==> src/rtl/core_bus_pkg.sv <==
// Shared encodings for the core-side bus arbiters: grant codes, AXI response
// codes and the arbiter state type (state values double as GRANT codes).
package core_bus_pkg;

  localparam logic [1:0] GNT_NONE = 2'd0;
  localparam logic [1:0] GNT_IF   = 2'd1;
  localparam logic [1:0] GNT_DRD  = 2'd2;
  localparam logic [1:0] GNT_DWR  = 2'd3;

  localparam logic [1:0] RESP_OKAY   = 2'b00;
  localparam logic [1:0] RESP_SLVERR = 2'b10;

  typedef enum logic [1:0] {
    ST_IDLE  = GNT_NONE,
    ST_IF_RD = GNT_IF,
    ST_D_RD  = GNT_DRD,
    ST_D_WR  = GNT_DWR
  } arb_state_t;

endpackage

==> src/rtl/core_mem_arbiter.sv <==
// Two-master AXI4-Lite arbiter: ifetch reads and data reads/writes share one slave port.
// Masters hold their AR/AW VALID until the response; a falling VALID means flush.
module core_mem_arbiter
  import core_bus_pkg::*;
#(
  parameter int AXI_AWIDTH = 4,
  parameter int AXI_DWIDTH = 32
) (
  input  logic                    CLK,
  input  logic                    NRST,
  // ifetch read master
  input  logic [AXI_AWIDTH-1:0]   I_ARADDR,
  input  logic                    I_ARVALID,
  input  logic                    I_RREADY,
  output logic                    I_ARREADY,
  output logic [AXI_DWIDTH-1:0]   I_RDATA,
  output logic [1:0]              I_RRESP,
  output logic                    I_RVALID,
  // data master, read
  input  logic [AXI_AWIDTH-1:0]   D_ARADDR,
  input  logic                    D_ARVALID,
  input  logic                    D_RREADY,
  output logic                    D_ARREADY,
  output logic [AXI_DWIDTH-1:0]   D_RDATA,
  output logic [1:0]              D_RRESP,
  output logic                    D_RVALID,
  // data master, write
  input  logic [AXI_AWIDTH-1:0]   D_AWADDR,
  input  logic                    D_AWVALID,
  input  logic [AXI_DWIDTH-1:0]   D_WDATA,
  input  logic [AXI_DWIDTH/8-1:0] D_WSTRB,
  input  logic                    D_WVALID,
  input  logic                    D_BREADY,
  output logic                    D_AWREADY,
  output logic                    D_WREADY,
  output logic [1:0]              D_BRESP,
  output logic                    D_BVALID,
  // shared slave port
  output logic [AXI_AWIDTH-1:0]   M_ARADDR,
  output logic                    M_ARVALID,
  output logic                    M_RREADY,
  input  logic                    M_ARREADY,
  input  logic [AXI_DWIDTH-1:0]   M_RDATA,
  input  logic [1:0]              M_RRESP,
  input  logic                    M_RVALID,
  output logic [AXI_AWIDTH-1:0]   M_AWADDR,
  output logic                    M_AWVALID,
  output logic [AXI_DWIDTH-1:0]   M_WDATA,
  output logic [AXI_DWIDTH/8-1:0] M_WSTRB,
  output logic                    M_WVALID,
  output logic                    M_BREADY,
  input  logic                    M_AWREADY,
  input  logic                    M_WREADY,
  input  logic [1:0]              M_BRESP,
  input  logic                    M_BVALID,
  output logic [1:0]              GRANT
);

  arb_state_t state, state_nxt;
  logic last_if, last_if_nxt;
  logic addr_done, addr_done_nxt;
  logic w_done, w_done_nxt;
  logic drop_q, drop_nxt;
  logic gnt_vld, drop, addr_hs, w_hs, cpl;
  logic req_i, req_d;

  assign req_i = I_ARVALID;
  assign req_d = D_ARVALID | D_AWVALID;
  assign GRANT = state;

  // NOTE: every always_comb assigns all of its outputs first, so no path can infer a latch.
  always_comb begin
    gnt_vld = 1'b0;
    case (state)
      ST_IF_RD: gnt_vld = I_ARVALID;
      ST_D_RD:  gnt_vld = D_ARVALID;
      ST_D_WR:  gnt_vld = D_AWVALID;
      default:  gnt_vld = 1'b0;
    endcase
  end

  // Once the address is on the bus, a withdrawn request turns the rest of the
  // transaction into a silent drain of the response.
  assign drop = drop_q | (addr_done & ~gnt_vld);

  always_comb begin
    I_ARREADY = 1'b0;
    I_RDATA   = '0;
    I_RRESP   = '0;
    I_RVALID  = 1'b0;
    D_ARREADY = 1'b0;
    D_RDATA   = '0;
    D_RRESP   = '0;
    D_RVALID  = 1'b0;
    D_AWREADY = 1'b0;
    D_WREADY  = 1'b0;
    D_BRESP   = '0;
    D_BVALID  = 1'b0;
    M_ARADDR  = '0;
    M_ARVALID = 1'b0;
    M_RREADY  = 1'b0;
    M_AWADDR  = '0;
    M_AWVALID = 1'b0;
    M_WDATA   = '0;
    M_WSTRB   = '0;
    M_WVALID  = 1'b0;
    M_BREADY  = 1'b0;
    case (state)
      ST_IF_RD: begin
        M_ARADDR  = I_ARADDR;
        M_ARVALID = I_ARVALID & ~addr_done;
        I_ARREADY = M_ARREADY & ~addr_done;
        M_RREADY  = drop | I_RREADY;
        I_RVALID  = M_RVALID & ~drop;
        I_RDATA   = drop ? '0 : M_RDATA;
        I_RRESP   = drop ? '0 : M_RRESP;
      end
      ST_D_RD: begin
        M_ARADDR  = D_ARADDR;
        M_ARVALID = D_ARVALID & ~addr_done;
        D_ARREADY = M_ARREADY & ~addr_done;
        M_RREADY  = drop | D_RREADY;
        D_RVALID  = M_RVALID & ~drop;
        D_RDATA   = drop ? '0 : M_RDATA;
        D_RRESP   = drop ? '0 : M_RRESP;
      end
      ST_D_WR: begin
        M_AWADDR  = D_AWADDR;
        M_AWVALID = D_AWVALID & ~addr_done;
        D_AWREADY = M_AWREADY & ~addr_done;
        M_WDATA   = D_WDATA;
        M_WSTRB   = D_WSTRB;
        M_WVALID  = D_WVALID & ~w_done;
        D_WREADY  = M_WREADY & ~w_done;
        M_BREADY  = drop | D_BREADY;
        D_BVALID  = M_BVALID & ~drop;
        D_BRESP   = drop ? '0 : M_BRESP;
      end
      default: ;
    endcase
  end

  assign addr_hs = (M_ARVALID & M_ARREADY) | (M_AWVALID & M_AWREADY);
  assign w_hs    = M_WVALID & M_WREADY;
  assign cpl     = (M_RVALID & M_RREADY) | (M_BVALID & M_BREADY);

  always_comb begin
    state_nxt     = state;
    last_if_nxt   = last_if;
    addr_done_nxt = addr_done;
    w_done_nxt    = w_done;
    drop_nxt      = drop_q;
    if (state == ST_IDLE) begin
      addr_done_nxt = 1'b0;
      w_done_nxt    = 1'b0;
      drop_nxt      = 1'b0;
      // Round-robin only matters on contention; a lone requester always wins.
      if (req_i && (!req_d || !last_if)) begin
        state_nxt   = ST_IF_RD;
        last_if_nxt = 1'b1;
      end else if (req_d) begin
        state_nxt   = D_AWVALID ? ST_D_WR : ST_D_RD;
        last_if_nxt = 1'b0;
      end
    end else begin
      if (addr_hs) addr_done_nxt = 1'b1;
      if (w_hs)    w_done_nxt    = 1'b1;
      if (drop)    drop_nxt      = 1'b1;
      if (cpl || (!addr_done && !gnt_vld)) begin
        state_nxt     = ST_IDLE;
        addr_done_nxt = 1'b0;
        w_done_nxt    = 1'b0;
        drop_nxt      = 1'b0;
      end
    end
  end

  // NOTE: state registers use non-blocking assignments so every flop samples pre-edge values.
  always_ff @(posedge CLK) begin
    if (!NRST) begin
      state     <= ST_IDLE;
      last_if   <= 1'b0;
      addr_done <= 1'b0;
      w_done    <= 1'b0;
      drop_q    <= 1'b0;
    end else begin
      state     <= state_nxt;
      last_if   <= last_if_nxt;
      addr_done <= addr_done_nxt;
      w_done    <= w_done_nxt;
      drop_q    <= drop_nxt;
    end
  end

endmodule

==> config.mk <==
export PLATFORM = sky130hd
export DESIGN_NAME = core_mem_arbiter
export DESIGN_NICKNAME = d
export VERILOG_FILES = /design/src/rtl/core_bus_pkg.sv /design/src/rtl/core_mem_arbiter.sv
export SDC_FILE = /design/constraint.sdc
export NUM_CORES = 1
export LEC_CHECK = 0
export ABC_AREA = 1
export ABC_CLOCK_PERIOD_IN_PS = 2300
export CAP_MARGIN = 40
export CORE_MARGIN = 5
export CORE_UTILIZATION = 23
export CTS_CLUSTER_DIAMETER = 80
export DETAILED_ROUTE_END_ITERATION = 7
export PLACE_DENSITY = 0.78
export SLEW_MARGIN = 5
export SYNTH_ARGS = -nofsm -noshare
export SYNTH_HDL_FRONTEND = slang
export SYNTH_SLANG_ARGS = --single-unit
==> constraint.sdc <==
create_clock -name CLK -period 2.3 [get_ports CLK]
set_clock_uncertainty 0.1 [all_clocks]
set_input_delay 0.46 -clock CLK [delete_from_list [all_inputs] [get_ports CLK]]
set_output_delay 0.46 -clock CLK [all_outputs]
set_load 0.03 [all_outputs]
==> results <==
- The maximum root-to-sink buffer count is 2.
- For this run, the post-layout net count is 636.
- Port buffering added 225 buffers.
- The global placer's final weighted congestion is 0.807.
- The die width is 89.7 um.
- For the worst setup path, the data arrival time is 1.89 ns.
- The clock network accounts for 6.4% of the total power.
- The worst setup path is captured at an output pin.
- Using the TritonRoute via totals, the vias-per-cell ratio works out to 4.63.
- The path class of the tightest hold or removal check is flop to flop.
- The share of synthesized area occupied by flip-flops and latches is 8.23%.
- Summing over every cut layer, the via total after detailed routing is 2821.
- The aggregate global-route resource usage is 18.3%.
- Yosys printed 0 warnings.
- The mapped cell area is 1460 um2.
- The flow ran to the end, but the final reports show violations.
- The checks that failed: negative setup slack.
- For this design the ratio of total power to cell area is 540 nW/um2.
- The worst-case IR drop observed on VDD is 0.423 mV.
- Clock tree synthesis found a total of 6 sinks.
- For this block, the initial DRC count from the detailed router was 78.
- The pin count of the biggest net entering global routing is 46.
- The starting density of the core is 23.3%.
- The number of clock buffers added by TritonCTS is 3.
- The data required time of the worst path is 1.74 ns.
- The H-tree depth is 1.
- Summed over all nets, the switching power comes to 1340 uW.
- At the later pin of the worst-skew pair, clock insertion delay measures 0.22 ns.
- The max-slew violation count was 0.
- For this design the top-level I/O count stands at 226.
- The total power is 2490 uW.
- Max-cap violations in this run came to 0.
- Setup repair after global routing could not meet its margin everywhere.
- The total global routing overflow is 0.
- Detailed placement ended at an HPWL of 6.89 mm.
- The wire length of the first global-routing pass is 11.6 mm.
- The worst hold-check slack is 0.426 ns.
- The floorplan step defined a die boundary enclosing 8040 um2.
- The critical path is of the flop to output pin type.
- Dividing the final minimum period by the clock period gives 106%.
- The hold violation total from the final report is 0.
- The worst pin sits at a relative slew slack of 68.6%.
- Counting tap cells, the placed design contains a total of 595 instances.
- After synthesis the netlist holds a flip-flop and latch count of 6.
- The portion of total power attributed to combinational logic is 87.4%.
- The number of global-route vias before repair is 2588.
- The initialized floorplan defines 29 standard-cell rows.
- The clock-pin transition on the worst setup and hold timing paths is 0.04 ns.
- The post-route setup TNS is -3.16 ns.
- The number of nets produced by synthesis is 402.
- In the routed design, unresolved DRC markers number 0.
- The final worst-path setup slack is -0.146 ns.
- 0 antenna diodes ended up in the layout.
- The average detailed-routed wire length per instance is 16.2 um.
- The largest fanout on the critical path is 12.
- The transition time at the pin with the least slew margin is 0.471 ns.
- The count of fill cells added during filler insertion is 461.
- STA classifies the critical path startpoint as a flop.
- The final antenna-violating net count is 0.
- The proportion of total power due to net switching is 53.9%.
- Yosys mapped the design onto 21 distinct sky130hd cell types.
- Synthesis handed over a netlist of 300 instances.
- The number of antenna violations at the first check in global routing is 0.
- The routed wire length is 9.88 mm.
- The final critical delay including setup and external delays is 2.45 ns.
- The number of buffers inserted by hold repair at cts is 0.
- The highest clock rate is 409 MHz.
- The count of final setup violators is 68.
- TritonCTS built the clock tree.
- The sequential group share of total power is 6.2%.
- The floorplan step set the die height to 89.7 um.
- The total iterations of the first detailed-routing run is 4.
- Summed over all cells, the static leakage comes to 0.00236 uW.
- The cell sitting at the root of the clock tree is a sky130_fd_sc_hd__clkbuf_8.
- Relative to the synthesized area, the layout overhead comes to 216%.
- The average instance area after synthesis is 4.87 um2.
- In this run the standard cell core region covers 6280 um2.
- The finished layout holds 609 standard cells, fillers aside.
- The fraction of layout cells with a size suffix above 1 is 46.1%.
- The design internal power is 1150 uW.
power by group through the flow:
stage          sequential, uW  clock (uW)  combinational [uW]
2_1_floorplan             155           0                1030
3_3_place_gp              137           0                1830
3_5_place_dp              139           0                1850
4_1_cts                   138         164                1900
5_1_grt                   157         173                2300
6_report                  155         158                2180
repair_timing:
item / CTS / global route
pin swaps: 2 / 4
setup endpoints to repair: 77 / 78
buffers inserted: 0 / 2
gates resized for setup: 29 / 111
gates cloned: 4 / 5
layout make-up:
| type | count | area [um2] | area share (%) |
|---|---|---|---|
| Inverter | 96 | 378 | 8.19 |
| Clock buffer | 3 | 41.3 | 0.895 |
| Multi-Input combinational cell | 180 | 1460 | 31.7 |
| Sequential cell | 6 | 128 | 2.77 |
| Timing Repair Buffer | 247 | 2510 | 54.4 |
| Tap cell | 77 | 96.3 | 2.09 |
cells in the mapped netlist:
cell	instances	area share, %
sky130_fd_sc_hd__mux2i_1	1	0.69
sky130_fd_sc_hd__nand4_1	1	0.43
sky130_fd_sc_hd__buf_4	2	1.0
sky130_fd_sc_hd__buf_2	7	2.4
sky130_fd_sc_hd__clkbuf_1	10	2.6
sky130_fd_sc_hd__nand2_1	59	15
sky130_fd_sc_hd__nand3_2	6	4.1
sky130_fd_sc_hd__nand3_1	2	0.69
sky130_fd_sc_hd__o21ai_0	4	1.4
sky130_fd_sc_hd__inv_2	2	0.51
sky130_fd_sc_hd__nand2_4	1	0.77
sky130_fd_sc_hd__nor2_1	12	3.1
sky130_fd_sc_hd__inv_1	94	24
sky130_fd_sc_hd__nor3_1	72	25
sky130_fd_sc_hd__nand2_2	4	1.7
sky130_fd_sc_hd__a21oi_1	9	3.1
sky130_fd_sc_hd__dfxtp_1	6	8.2
sky130_fd_sc_hd__o21ai_1	1	0.34
sky130_fd_sc_hd__ha_1	4	3.4
sky130_fd_sc_hd__a21boi_0	1	0.51
sky130_fd_sc_hd__nor3b_1	2	1.0
worst paths after layout:
check | from | to | slack [ns] | cells after the start
hold / removal | w_done | w_done | 0.43 | 2
setup reg to reg | GRANT[0] | GRANT[0] | 0.46 | 13
setup / recovery | GRANT[0] | D_RDATA[18] | -0.15 | 10
hold reg to reg | w_done | w_done | 0.43 | 2
cell usage in the layout, fill, tap and decap left out, drive strengths merged:
cell           instances
buf                  145
clkdlybuf4s50         96
inv                   96
nor3                  72
nand2                 65
nor2                  12
a21oi                  9
nand3                  8
dfxtp                  6
clkbuf                 6
o21ai                  5
ha                     4
dlygate4sd2            3
nor3b                  2
mux2i                  1
a21boi                 1
nand4                  1
routing by layer:
layer / part of all wire [%] / vias to the layer above / global-route usage [%]
met5: 0 / - / 0
li1: - / 1367 / -
met3: 12 / 28 / 6.75
met4: 3.1 / 0 / 6.50
met2: 54 / 166 / 36.1
met1: 31 / 1260 / 16.9
kinds of logic after synthesis:
| kind of cell | synth area share (%) |
|---|---|
| mux | 0.686 |
| simple gates | 51.7 |
| flops | 8.23 |
| fa+ha+maj | 3.43 |
| buf+inv | 30.7 |
| compound gates | 5.31 |
metrics by stage:
stage	instance area [um2]	util (%)	setup slack, ns
floorplan	1530	-	-0.177
global placement	3730	59.4	-0.148
detailed placement	3730	59.4	-0.171
CTS	3970	63.2	-0.0745
global route	4610	73.5	-0.233
finish	4610	73.5	-0.146
worst max-delay path: stages, from the launching register on:
cell	delay [ns]
sky130_fd_sc_hd__dfxtp_4	0.37
sky130_fd_sc_hd__inv_4	0.09
sky130_fd_sc_hd__ha_4	0.15
sky130_fd_sc_hd__nand2_4	0.05
sky130_fd_sc_hd__nand3_2	0.08
sky130_fd_sc_hd__nand2_2	0.08
sky130_fd_sc_hd__nand2_4	0.13
sky130_fd_sc_hd__nand2_8	0.11
sky130_fd_sc_hd__buf_16	0.19
sky130_fd_sc_hd__nor3_1	0.19
sky130_fd_sc_hd__buf_4	0.21
sequential cells by signal, indices dropped and copies added (netlist names):
register   cells
addr_done      1
GRANT          2
drop_q         1
w_done         1
last_if        1
No activity file was read; power rests on OpenSTA's default activity.
==> patch 1, RTL diff (same flow settings) <==
Set the parameter `AXI_AWIDTH` to 5 (it was 4).
--- a/src/rtl/core_mem_arbiter.sv
+++ b/src/rtl/core_mem_arbiter.sv
@@ -4,5 +4,5 @@
   import core_bus_pkg::*;
 #(
-  parameter int AXI_AWIDTH = 4,
+  parameter int AXI_AWIDTH = 5,
   parameter int AXI_DWIDTH = 32
 ) (
Interface: changed (5 resized); port bits go from 226 to 231. No check against the original RTL was run, so the function may have changed too.
==> patch 1 against the original RTL <==
  * The run still ends with negative setup slack left
  * Die area increased by 2.4%
  * Final area up 15%
  * Total power grew 20%
  * Area after synthesis grew 2.7%
  * Fmax is 0.74% higher
  * Sequential cell count did not move
  * Synthesized cell count is 2.0% higher
  * Wire length increased by 34%
  * Via count up 11%
  * Setup slack improved by 0.018 ns
  * Sequential power about the same
  * Clock power is 9% higher
  * Global-route usage grew 1.8 points
  * Critical path type unchanged
  * Critical endpoint is now I_RDATA[18]
==> patch 1: results (changes against the original RTL) <==
- Non-clock buffers, area share: 55.0% (+0.63 points)
- Synth top area cells: inv_1 (24%), nor3_1 (23%), nand2_1 (16%)
- Vias in the first global route: 2604 (+0.62%)
- Footprint of the multi-input gates: 0.00175 mm² (+20%)
- Area fraction in compound gates after synthesis: 5.51% (+0.20 points)
- First-pass GRT wire length: 13800 µm (+19%)
- Number of setup violations in the final report: 69 (+1.5%)
- GRT Util Overall: 20.1% (+1.8 points)
- Clk tree area frac: 0.779% (-0.12 points)
- Share of cells above drive strength 1: 48.4% (+2.3 points)
- P_leak: 0.00263 µW (+11%)
- Proportion of cell area occupied by registers: 2.41% (-0.36 points)
- Placed Cells: 605 (+1.7%)
- Multi-input gate count: 185 (+2.8%)
- Post-CTS setup buffer count: 6 (+6)
- WL final: 13300 µm (+34%)
- Wirelength per Cell: 20.9 µm (+29%)
- Slew margin rel.: 62.8% (-5.8 points)
- Max VDD drop: 0.444 mV (+5.0%)
- Post-synthesis cell type count: 23 (+9.5%)
- Filler Cells Inserted: 350 (-24%)
- HPWL Detailed: 7120 µm (+3.3%)
- Post-Route Setup TNS: -2.65 ns (+0.507 ns)
- Pre-antenna DRT Iters: 5 (+1)
- Synth Area in Adders: 3.34% (-0.089 points)
- Worst Path Max Fanout: 8 (-4)
- Initial antenna violation count: 0 (unchanged)
- Sequential fraction of the synthesis area: 8.01% (-0.21 points)
- Syn Nets: 411 (+2.2%)
- CTS resizes: 30 (+3.4%)
- Commonest cells in the netlist: inv_1 (95), nor3_1 (69), nand2_1 (63)
- Area post-placement: 0.00375 mm² (+0.67%)
- Clock Buffer Count: 3 (unchanged)
- Post-Syn Area per Cell: 4.90 µm² (+0.64%)
- Layout area overhead: 254%
- Max stage delay on crit path: 0.38 ns
- Setup ws final: -0.128 ns (+0.0180 ns)
- Status: complete, but fails checks
- Failing checks: negative setup slack
- GP Congestion: 0.858 (+6.3%)
- Delay-heaviest family, CP: simple AND/OR/NAND/NOR gates
- Non-clk bufs: 267 (+8.1%)
- Initial drt markers: 181 (+130%)
- Nets: 665 (+4.6%)
- Pre-CTS setup slack: -0.178 ns (-0.00647 ns)
- Pin count of the biggest net entering global routing: 47 (+2.2%)
- CP arrival: 1.87 ns (-0.02 ns)
- Vias post-DR: 3140 (+11%)
- XOR/XNOR Fraction of Synth Area: 0% (unchanged)
- Number of I/O port buffers: 230 (+2.2%)
- Logic inverters: 97 (+1.0%)
- Multiplexer area fraction after synthesis: 0.668% (-0.018 points)
-- patch 1: cell types whose count changed after synthesis, sizes merged --
cell    unedited run  this run
buf                9        14
clkbuf            10         6
nand2             64        67
a21oi              9        10
inv               96        97
-- patch 1: worst paths after layout --
| kind | startpoint | end | slack [ns] | cells past startpoint |
|---|---|---|---|---|
| hold / removal | last_if | last_if | 0.39 | 2 |
| hold reg to reg | last_if | last_if | 0.39 | 2 |
| setup reg to reg | GRANT[0] | GRANT[0] | 0.27 | 11 |
| setup / recovery | GRANT[0] | I_RDATA[18] | -0.13 | 10 |
-- patch 1: per-layer routing --
layer | track usage (%) | part of all wire (%) | up-vias | wire length, µm
li1 | - | - | 1434 | -
met2 | 39.2 | 57 | 206 | 7550
met4 | 2.36 | 3.9 | 0 | 524
met1 | 22.7 | 31 | 1457 | 4060
met5 | 0 | 0 | - | 0
met3 | 3.92 | 8.7 | 43 | 1160
-- patch 1: where the power goes --
part           internal (µW)  switching [µW]
Sequential               124            30.6
Clock                    114            59.1
Combinational           1170            1500
==> patch 2, RTL diff (config.mk and constraints unchanged) <==
Made on the original files. Make the reset (`NRST`) asynchronous in one clocked block.
--- a/src/rtl/core_mem_arbiter.sv
+++ b/src/rtl/core_mem_arbiter.sv
@@ -177,5 +177,5 @@
 
   // NOTE: state registers use non-blocking assignments so every flop samples pre-edge values.
-  always_ff @(posedge CLK) begin
+  always_ff @(posedge CLK or negedge NRST) begin
     if (!NRST) begin
       state     <= ST_IDLE;
Formal check against the unedited RTL: differs if NRST is asserted again (counterexample within 4 cycles, from zero or initial values and one cycle with NRST low); with NRST held inactive, the same outputs for 10 cycles.
==> patch 2 against the original RTL <==
  * Wire length is 17% lower
  * Sequential cell count stayed put
  * Final area is 6.1% lower
  * Via count is 4.9% lower
  * Setup slack better by 0.092 ns
  * The flow still finishes with violations (negative setup slack)
  * Total power is 54% higher
  * Area after synthesis is 8.2% higher
==> patch 2: results (changes against the original RTL) <==
- Status: complete, but fails checks
- Failing checks: negative setup slack
- Non-Filler Instances: 605 (-0.66%)
- CP arrival: 1.79 ns (-0.10 ns)
- Vias per cell: 4.44 (-4.2%)
- Post-synth top flop: dfrtp_1
- GP Congestion: 0.771 (-4.5%)
- Pin count of the biggest net entering global routing: 45 (-2.2%)
- First-pass GRT wire length: 12300 µm (+5.6%)
- Post-synthesis cell type count: 19 (-9.5%)
- Initial drt markers: 64 (-18%)
- CP max stage cell: dfrtp_2
- Hold Path Class: in2async
- Filler Cells Inserted: 590 (+28%)
- HPWL Detailed: 6940 µm (+0.77%)
- Nets: 629 (-1.1%)
- Vias in the first global route: 2663 (+2.9%)
- GR Util met2: 33.4% (-2.7 points)
- Placed Cells: 598 (+0.50%)
- Syn Inst Count: 299 (-0.33%)
- Commonest cells in the netlist: inv_1 (95), nand2_1 (63), nor3_1 (60)
- Post-Route Setup TNS: -1.71 ns (+1.44 ns)
- Max VDD drop: 0.456 mV (+8.0%)
- Share of cells above drive strength 1: 46.1% (about the same)
- Asr flop ratio synth: 100% (+100 points)
- Delay-heaviest family, CP: buffers and inverters
- Area fraction in compound gates after synthesis: 3.80% (-1.5 points)
- Setup ws final: -0.0536 ns (+0.0919 ns)
- Multiplexer area fraction after synthesis: 0.633% (-0.052 points)
- Max stage delay on crit path: 0.42 ns (+0.05 ns)
- Synth Area in Adders: 3.17% (-0.26 points)
- Number of setup violations in the final report: 60 (-12%)
- Pre-CTS setup slack: -0.207 ns (-0.0360 ns)
- Wirelength per Cell: 13.5 µm (-17%)
## patch 2: cell count changes after synthesis, moves of 4 or more
cell     delta
nor3_1     -12
nor3_2     +13
buf_6       +7
buf_2       -7
dfxtp_1     -6
nand2_1     +4
dfrtp_1     +6
## patch 2: cells by family (layout without fill, tap and decap cells)
family	after synthesis	after routing
buf+inv	116	342
flops	6	6
compound gates	12	12
fa+ha+maj	4	4
mux	1	1
simple gates	160	160
## patch 2: area by class of cell
cell class / count / area (µm²) / share of cell area [%]
repair buffers: 242 / 2320 / 53.6
multi-input cells: 177 / 1350 / 31.2
inverters: 97 / 364 / 8.41
flip-flops and latches: 6 / 153 / 3.52
well taps: 80 / 100 / 2.31
clock buffers: 3 / 41.3 / 0.953
## patch 2: path summary, 6_finish.rpt
| path | start | endpoint | slack [ns] | cells after the start |
|---|---|---|---|---|
| max in group asynchronous | NRST | GRANT[1] | 1.48 | 1 |
| min | NRST | drop_q | 0.38 | 1 |
| min reg2reg | w_done | w_done | 0.44 | 2 |
| max reg2reg | GRANT[0] | GRANT[1] | 0.44 | 13 |
| max | GRANT[0] | D_RDATA[4] | -0.05 | 10 |
| min in group CLK | w_done | w_done | 0.44 | 2 |
## patch 2: timing repair
action / in CTS / in global routing
hold buffers: 0 / 0
setup endpoints to repair: 77 / 79
setup buffers: 3 / 0
cloned: 1 / 0
resized for setup: 27 / 13
pin swaps: 1 / 1
## patch 2: power breakdown
group          internal, µW  leakage (µW)  total [µW]  switching (µW)
combinational          1420       0.00220        3510            2090
sequential              136     0.0000769         172            35.4
clock                   113     0.0000216         161            48.8
total                  1660       0.00230        3840            2180
## patch 2: metal layers
metal | vias to the layer above | routed length, µm
met5 | - | 0
met4 | 0 | 261
met3 | 22 | 979
met2 | 160 | 4190
met1 | 1165 | 2760
li1 | 1337 | -
